--- config.mk ---
export PLATFORM = sky130hd
export DESIGN_NAME = bin_to_bcd_seq_flat
export DESIGN_NICKNAME = d
export VERILOG_FILES = /design/src/rtl/bin_to_bcd_seq_if.sv /design/src/rtl/bin_to_bcd_seq.sv /design/src/flat_wrapper.sv
export SDC_FILE = /design/constraint.sdc
export NUM_CORES = 1
export LEC_CHECK = 0
export ABC_AREA = 1
export CAP_MARGIN = 25
export CORE_AREA = 4 4 92 112
export CTS_CLUSTER_SIZE = 10
export DETAILED_ROUTE_END_ITERATION = 10
export DIE_AREA = 0 0 96 116
export GPL_TIMING_DRIVEN = 0
export PLACE_DENSITY = 0.58
export REMOVE_ABC_BUFFERS = 1
export SYNTH_ARGS = -nofsm -noshare
export SYNTH_HDL_FRONTEND = slang
export SYNTH_SLANG_ARGS = --single-unit
--- constraint.sdc ---
create_clock -name clk -period 1.4 [get_ports clk]
set_clock_uncertainty 0.2 [all_clocks]
set_input_delay 0.28 -clock clk [delete_from_list [all_inputs] [get_ports clk]]
set_output_delay 0.28 -clock clk [all_outputs]
set_load 0.02 [all_outputs]
--- src/rtl/bin_to_bcd_seq_if.sv ---
// Handshake and digit bundle between a binary source and bin_to_bcd_seq.
// master drives start/bin; slave returns busy, done, overflow and four BCD digits.
interface bin_to_bcd_seq_if #(
    parameter int WIDTH = 14
);
    logic             start;
    logic [WIDTH-1:0] bin;
    logic             busy;
    logic             done;
    logic             overflow;
    logic [3:0]       d_ones;
    logic [3:0]       d_tens;
    logic [3:0]       d_hund;
    logic [3:0]       d_thou;

    modport master (
        output start, bin,
        input  busy, done, overflow,
        input  d_ones, d_tens, d_hund, d_thou
    );

    modport slave (
        input  start, bin,
        output busy, done, overflow,
        output d_ones, d_tens, d_hund, d_thou
    );
endinterface

--- src/rtl/bin_to_bcd_seq.sv ---
// Iterative double-dabble binary-to-BCD converter, one bit per clock.
// Ports: clk, reset (async, active-low), bus (slave: start/bin in; busy/done/overflow/digits out).
module bin_to_bcd_seq #(
    parameter int WIDTH   = 14,
    parameter int MAX_VAL = 9999
) (
    input  logic            clk,
    input  logic            reset,
    bin_to_bcd_seq_if.slave bus
);
    localparam int SW = 16 + WIDTH;
    localparam int CW = $clog2(WIDTH + 1);

    typedef enum logic [1:0] {
        IDLE,
        SHIFT,
        FINISH
    } state_t;

    state_t          state;
    state_t          state_next;
    logic [SW-1:0]   scratch;
    logic [SW-1:0]   adj;
    logic [CW-1:0]   cnt;
    logic            ovf_pending;
    logic            ovf_in;
    logic            last;

    assign last   = (cnt == CW'(WIDTH - 1));
    assign ovf_in = ({{(32-WIDTH){1'b0}}, bus.bin} > 32'(MAX_VAL));

    assign bus.busy = (state != IDLE);

    always_ff @(posedge clk or negedge reset) begin
        if (!reset) begin
            state <= IDLE;
        end else begin
            state <= state_next;
        end
    end

    always_comb begin
        state_next = state;
        unique case (state)
            IDLE:    if (bus.start) state_next = SHIFT;
            SHIFT:   if (last) state_next = FINISH;
            FINISH:  state_next = IDLE;
            default: state_next = IDLE;
        endcase
    end

    // Add-3 on each BCD nibble >=5 so the following shift carries
    // correctly into the next decimal digit.
    always_comb begin
        adj = scratch;
        for (int i = 0; i < 4; i++) begin
            if (scratch[WIDTH+4*i +: 4] >= 4'd5) begin
                adj[WIDTH+4*i +: 4] = scratch[WIDTH+4*i +: 4] + 4'd3;
            end
        end
    end

    always_ff @(posedge clk or negedge reset) begin
        if (!reset) begin
            scratch      <= '0;
            cnt          <= '0;
            ovf_pending  <= 1'b0;
            bus.done     <= 1'b0;
            bus.overflow <= 1'b0;
            bus.d_ones   <= 4'd0;
            bus.d_tens   <= 4'd0;
            bus.d_hund   <= 4'd0;
            bus.d_thou   <= 4'd0;
        end else begin
            bus.done <= 1'b0;
            unique case (state)
                IDLE: begin
                    if (bus.start) begin
                        scratch     <= {16'd0, bus.bin};
                        cnt         <= '0;
                        ovf_pending <= ovf_in;
                    end
                end
                SHIFT: begin
                    scratch <= adj << 1;
                    cnt     <= cnt + CW'(1);
                end
                FINISH: begin
                    bus.done <= 1'b1;
                    if (ovf_pending) begin
                        bus.overflow <= 1'b1;
                        bus.d_ones   <= 4'd9;
                        bus.d_tens   <= 4'd9;
                        bus.d_hund   <= 4'd9;
                        bus.d_thou   <= 4'd9;
                    end else begin
                        bus.overflow <= 1'b0;
                        bus.d_ones   <= scratch[WIDTH    +: 4];
                        bus.d_tens   <= scratch[WIDTH+4  +: 4];
                        bus.d_hund   <= scratch[WIDTH+8  +: 4];
                        bus.d_thou   <= scratch[WIDTH+12 +: 4];
                    end
                end
                default: ;
            endcase
        end
    end
endmodule
--- src/flat_wrapper.sv ---
// flat-port wrapper written by rule: the top's interface ports become plain ports
module bin_to_bcd_seq_flat 
#(
    parameter int WIDTH   = 14,
    parameter int MAX_VAL = 9999
)
  (clk, reset, bus_start, bus_bin, bus_busy, bus_done, bus_overflow, bus_d_ones, bus_d_tens, bus_d_hund, bus_d_thou);
  bin_to_bcd_seq_if #(.WIDTH(WIDTH)) bus_i ();
  input  logic clk;
  input  logic reset;
  input wire logic [$bits(bus_i.start)-1:0] bus_start;
  input wire logic [$bits(bus_i.bin)-1:0] bus_bin;
  output wire logic [$bits(bus_i.busy)-1:0] bus_busy;
  output wire logic [$bits(bus_i.done)-1:0] bus_done;
  output wire logic [$bits(bus_i.overflow)-1:0] bus_overflow;
  output wire logic [$bits(bus_i.d_ones)-1:0] bus_d_ones;
  output wire logic [$bits(bus_i.d_tens)-1:0] bus_d_tens;
  output wire logic [$bits(bus_i.d_hund)-1:0] bus_d_hund;
  output wire logic [$bits(bus_i.d_thou)-1:0] bus_d_thou;
  assign bus_i.start = bus_start;
  assign bus_i.bin = bus_bin;
  assign bus_busy = bus_i.busy;
  assign bus_done = bus_i.done;
  assign bus_overflow = bus_i.overflow;
  assign bus_d_ones = bus_i.d_ones;
  assign bus_d_tens = bus_i.d_tens;
  assign bus_d_hund = bus_i.d_hund;
  assign bus_d_thou = bus_i.d_thou;
  bin_to_bcd_seq #(.WIDTH(WIDTH), .MAX_VAL(MAX_VAL)) u_core (.clk(clk), .reset(reset), .bus(bus_i));
endmodule
# ---- After elaboration in Yosys (flattened, before gate mapping)
# Index checks and enable logic that the tools add are counted.
dict set report op_classes {
  reduce_logical 6
  order_cmp 5
  muxes 17
  add_sub_neg 5
  eq_ne 5
}
# operator count
set ops {}
lappend ops {{30-bit case mux with 2 select lines} 1}
lappend ops {{4-bit two-way mux} 8}
lappend ops {{30-bit two-way mux} 1}
lappend ops {{4-bit by 3-bit >= comparator with 1-bit output (second input constant)} 4}
lappend ops {{14-bit greater-than comparator (second input constant)} 1}
lappend ops {{4-bit by 2-bit adder with 4-bit output (second input constant)} 3}
lappend ops {{4-bit case mux with 2 select lines} 1}
lappend ops {{2-bit AND reduction} 3}
lappend ops {{4-bit by 1-bit adder with 4-bit output (second input constant)} 1}
lappend ops {{4-bit == test (second input constant)} 1}
lappend ops {{2-bit two-way mux} 2}
lappend ops {{2-bit case mux with 2 select lines} 1}
lappend ops {{2-bit nonzero test} 2}
lappend ops {{3-bit by 2-bit adder with 3-bit output (second input constant)} 1}
lappend ops {{3-bit two-way mux} 1}
lappend ops {{2-bit by 1-bit == test with 1-bit output (second input constant)} 1}
lappend ops {{2-bit == test (second input constant)} 1}
lappend ops {{2-bit zero test} 1}
lappend ops {{1-bit two-way mux} 2}
lappend ops {{2-bit by 1-bit inequality test with 1-bit output (second input constant)} 1}
lappend ops {{2-bit inequality test (second input constant)} 1}
dict set report totals {
  wordCells 48
  in_bits 17
  regBits 55
}

# ---- Logic depth before layout (Yosys ltp)
dict set report depth {
  word_depth 3
  ltp_mapped 8
  depth_no_buf 8
}

# ---- Worst setup path before layout
# Ideal clock, no wire load.
dict set report synth_timing {
  kind {register to register}
  start {reg u_core.scratch[18]}
  end {reg u_core.scratch[19]}
  arrival_time_ps 1029
  path_slack_ps 53
  n_path_buf 0
  t_required_ps 1083
  stages_incl_launch_ff 9
  cell_sequence {dfrtp_1 > inv_1 > ha_1 > inv_1 > nand2_1 > nand3_1 > nand2_1 > nand3_1 > nand2_1}
}
dict set report synth_via {
  elab_chain_len 3
  word_cells_on_any_way 4
  cone_classes {add/sub (1); order compare (1); mux (2)}
}
# element line_no
set synth_rtl {}
lappend synth_rtl {{start: declaration} bin_to_bcd_seq.sv:22} ;# logic [SW-1:0] scratch;
lappend synth_rtl {{start signal: assignment} bin_to_bcd_seq.sv:79} ;# scratch <= {16'd0, bus.bin};
lappend synth_rtl {{start signal: assignment} bin_to_bcd_seq.sv:85} ;# scratch <= adj << 1;
lappend synth_rtl {{4-bit by 2-bit adder with 4-bit output or 4-bit by 3-bit >= comparator with 1-bit output (tied branches)} {bin_to_bcd_seq.sv:58, bin_to_bcd_seq.sv:57}}
lappend synth_rtl {{4-bit two-way mux (*)} bin_to_bcd_seq.sv:57} ;# if (scratch[WIDTH+4*i +: 4] >= 4'd5) begin
lappend synth_rtl {{30-bit case mux with 2 select lines (*)} bin_to_bcd_seq.sv:76} ;# unique case (state)
# Mark *: on every way between the ends. The rest lies on a longest branch, timed or not.
# A chain may end at the register's enable or synchronous reset.

# ---- Worst setup path in the final report
dict set report layout_timing {
  start {reg u_core.state[0]}
  end {out bus_busy}
}
dict set report layout_via {
  elab_chain_len 1
}
# element line_no
set layout_rtl {}
lappend layout_rtl {{start: declaration} bin_to_bcd_seq.sv:20} ;# state_t state;
lappend layout_rtl {{start signal: assignment} bin_to_bcd_seq.sv:38} ;# state <= state_next;
lappend layout_rtl {{2-bit nonzero test} bin_to_bcd_seq.sv:32} ;# assign bus.busy = (state != IDLE);
lappend layout_rtl {{end: declaration} flat_wrapper.sv:13} ;# output wire logic [$bits(bus_i.busy)-1:0] bus_busy;
# Every way passes these cells.

==> impl_metrics.env <==
export IMPL_grt_pass1_wl_mm=10.1
export IMPL_fin_nets=415
export IMPL_fin_setup_tns_ns=-0.397
export IMPL_synth_cells=330
export IMPL_synth_area_leaders="dfrtp_1 51%, nand2_1 13%, o21ai_0 7.4%"
export IMPL_fmax_mhz=689
export IMPL_mappedNetlistArea_sq_um=2710
export IMPL_finalMaxSlewViolations=0
export IMPL_fin_crit_sh=1.04
export IMPL_ant_nets=0
export IMPL_core_sq_um=9320
export IMPL_power_density_nw_per_um2=2160
export IMPL_clock_sinks=55
export IMPL_final_cells=512
export IMPL_rrSetupSlack_ns=-0.04
export IMPL_cts_buffer_depth=2
export IMPL_cp_required_ns=0.92
export IMPL_syn_area_per_cell_sq_um=8.22
export IMPL_vias=2286
export IMPL_clk_latency_ns=0.29
export IMPL_die_width_um=96
export IMPL_period_minus_slack_ns=1.45
export IMPL_synth_top_cell_area_share=0.508
export IMPL_place_area_sq_um=3170
export IMPL_antenna_cells=0
export IMPL_portBuffers=35
export IMPL_layout_commonest_cell="nand2_1"
export IMPL_drive_gt1_frac=0.234
export IMPL_crit_type="reg -> out"
export IMPL_hold_path_class="in -> async"
export IMPL_dieHeight_um=116
export IMPL_startpoint_type="flip-flop"
export IMPL_yosysWarnings=0
export IMPL_wl_per_cell_um=12.2
export IMPL_drc=0
export IMPL_cts_htree_levels=2
export IMPL_syn2layout_area_growth_pct=32.1
export IMPL_pin_count=36
export IMPL_violations="negative setup slack"
export IMPL_tightest_slew_ns=0.372
export IMPL_setup_slack_ns=-0.0516
export IMPL_reg2regPathDepth=6
export IMPL_grt_pass1_vias=2232
export IMPL_finish_instance_area_sq_um=3580
export IMPL_dr_pass1_iters=4
export IMPL_hpwl_mm=3.86
export IMPL_cp_max_fo=3
export IMPL_worstPathArrival_ns=0.97
export IMPL_path_clk_slew_ns=0.06
export IMPL_antenna_found_initial=0
export IMPL_end_kind="output pin"
export IMPL_hold_slack_ns=0.261
export IMPL_leakage_uw=0.00179
export IMPL_cts_buffers_inserted=5
export IMPL_rows=39
export IMPL_overflow=0
export IMPL_grt_max_degree=33
export IMPL_track_usage=0.114
export IMPL_ir_worst_vdd_v=0.000716
export IMPL_ys_ff_latch=55
export IMPL_rsz0062_at_grt="true"
export IMPL_routabilityCongestion=0.748
export IMPL_dieArea_sq_um=11100
export IMPL_status="finished with violations"
export IMPL_via_per_inst=4.46
export IMPL_yosys_area_top_type="dfrtp_1"
export IMPL_seq_area_frac_synth=0.508
export IMPL_synth_cell_types=23
export IMPL_cts_tree="done"
export IMPL_final_cell_mix="89 x nand2_1, 54 x dfrtp_1, 38 x o21ai_0, 29 x inv_1, 19 x nand3_1"
export IMPL_first_iter_violations=132
export IMPL_hold_viol=0
export IMPL_maxSlewHeadroom=0.752
export IMPL_dp_cells=480
export IMPL_start_util=0.291
export IMPL_wirelength_mm=6.26
export IMPL_maxCapViolCount=0
export IMPL_clockRootBuffer="clkbuf_16"
export IMPL_finalSetupViolCount=16
[cells by family after synthesis]
family / share of synthesized area
buf+inv: 0.0863
flops: 0.508
simple gates: 0.237
compound gates: 0.120
xor+xnor: 0.00323
fa+ha+maj: 0.0461
[path summary, 6_finish.rpt]
kind | endpoint | from
max in group asynchronous | u_core.scratch[22] | reset
min in group clk | u_core.scratch[13] | u_core.scratch[13]
setup / recovery | bus_busy | u_core.state[0]
setup reg to reg | u_core.scratch[0] | u_core.state[0]
hold / removal | u_core.bus.d_thou[2] | reset
hold reg to reg | u_core.scratch[13] | u_core.scratch[13]
[flip-flops by register name, indices dropped and copies added (netlist names), 2 cells and up]
name,cells
u_core.bus.d_thou,4
u_core.bus.d_ones,4
u_core.bus.d_tens,4
u_core.scratch,30
u_core.state,2
u_core.cnt,4
u_core.bus.d_hund,4
[synth_stat cells, drive strengths merged]
master,instances
nand2,100
dfrtp,55
o21ai,46
inv,45
nand3,24
nor2,18
ha,10
a21oi,9
buf,8
nand4,8
o21bai,3
o22ai,2
clkbuf,1
xnor2,1
[where the power goes]
part | total, uW | switching [uW] | internal, uW | leakage (uW)
clock network | 1290 | 529 | 762 | 0.0000772
registers | 2660 | 428 | 2230 | 0.000679
logic | 3800 | 2290 | 1500 | 0.00104
[metal layers]
layer	share of wire	global-route usage	vias to the layer above
li1	-	-	1180
met1	0.46	0.143	1056
met2	0.48	0.195	45
met3	0.046	0.0221	5
met4	0.011	0.0361	0
met5	0	0	-
[critical path, cell delays in order (launching register included)]
cell     delay (ns)
dfrtp_2        0.41
inv_2          0.09
nand2_2        0.06
buf_6          0.13
[through the flow]
stage / power [uW] / util / setup WS (ns)
detailed placement: 5770 / 0.340 / -0.777
global route: 8470 / 0.384 / -0.0968
CTS: 7370 / 0.365 / -0.0803
finish: 7740 / 0.384 / -0.0516
global placement: 5650 / 0.338 / -1.91
floorplan: 4800 / - / -0.117
[layout make-up]
cell class                 instances  area (sq um)
clock buffer                       8           156
tap                              123           154
inverter                          45           189
multi-input combinational        222          1220
timing repair inverter             1          6.26
fill                             928          5740
sequential                        55          1380
timing repair buffer              58           474
[timing repair]
action | 4_1_cts | 5_1_grt
gates resized for setup | 105 | 23
cloned | 1 | 1
setup buffers | 8 | 13
hold buffers | 1 | 0
endpoints found under the setup margin | 60 | 75
hold endpoints to repair | 24 | 0
pin swaps | 3 | 8
Note: power is estimated with default switching activity, not from simulation.
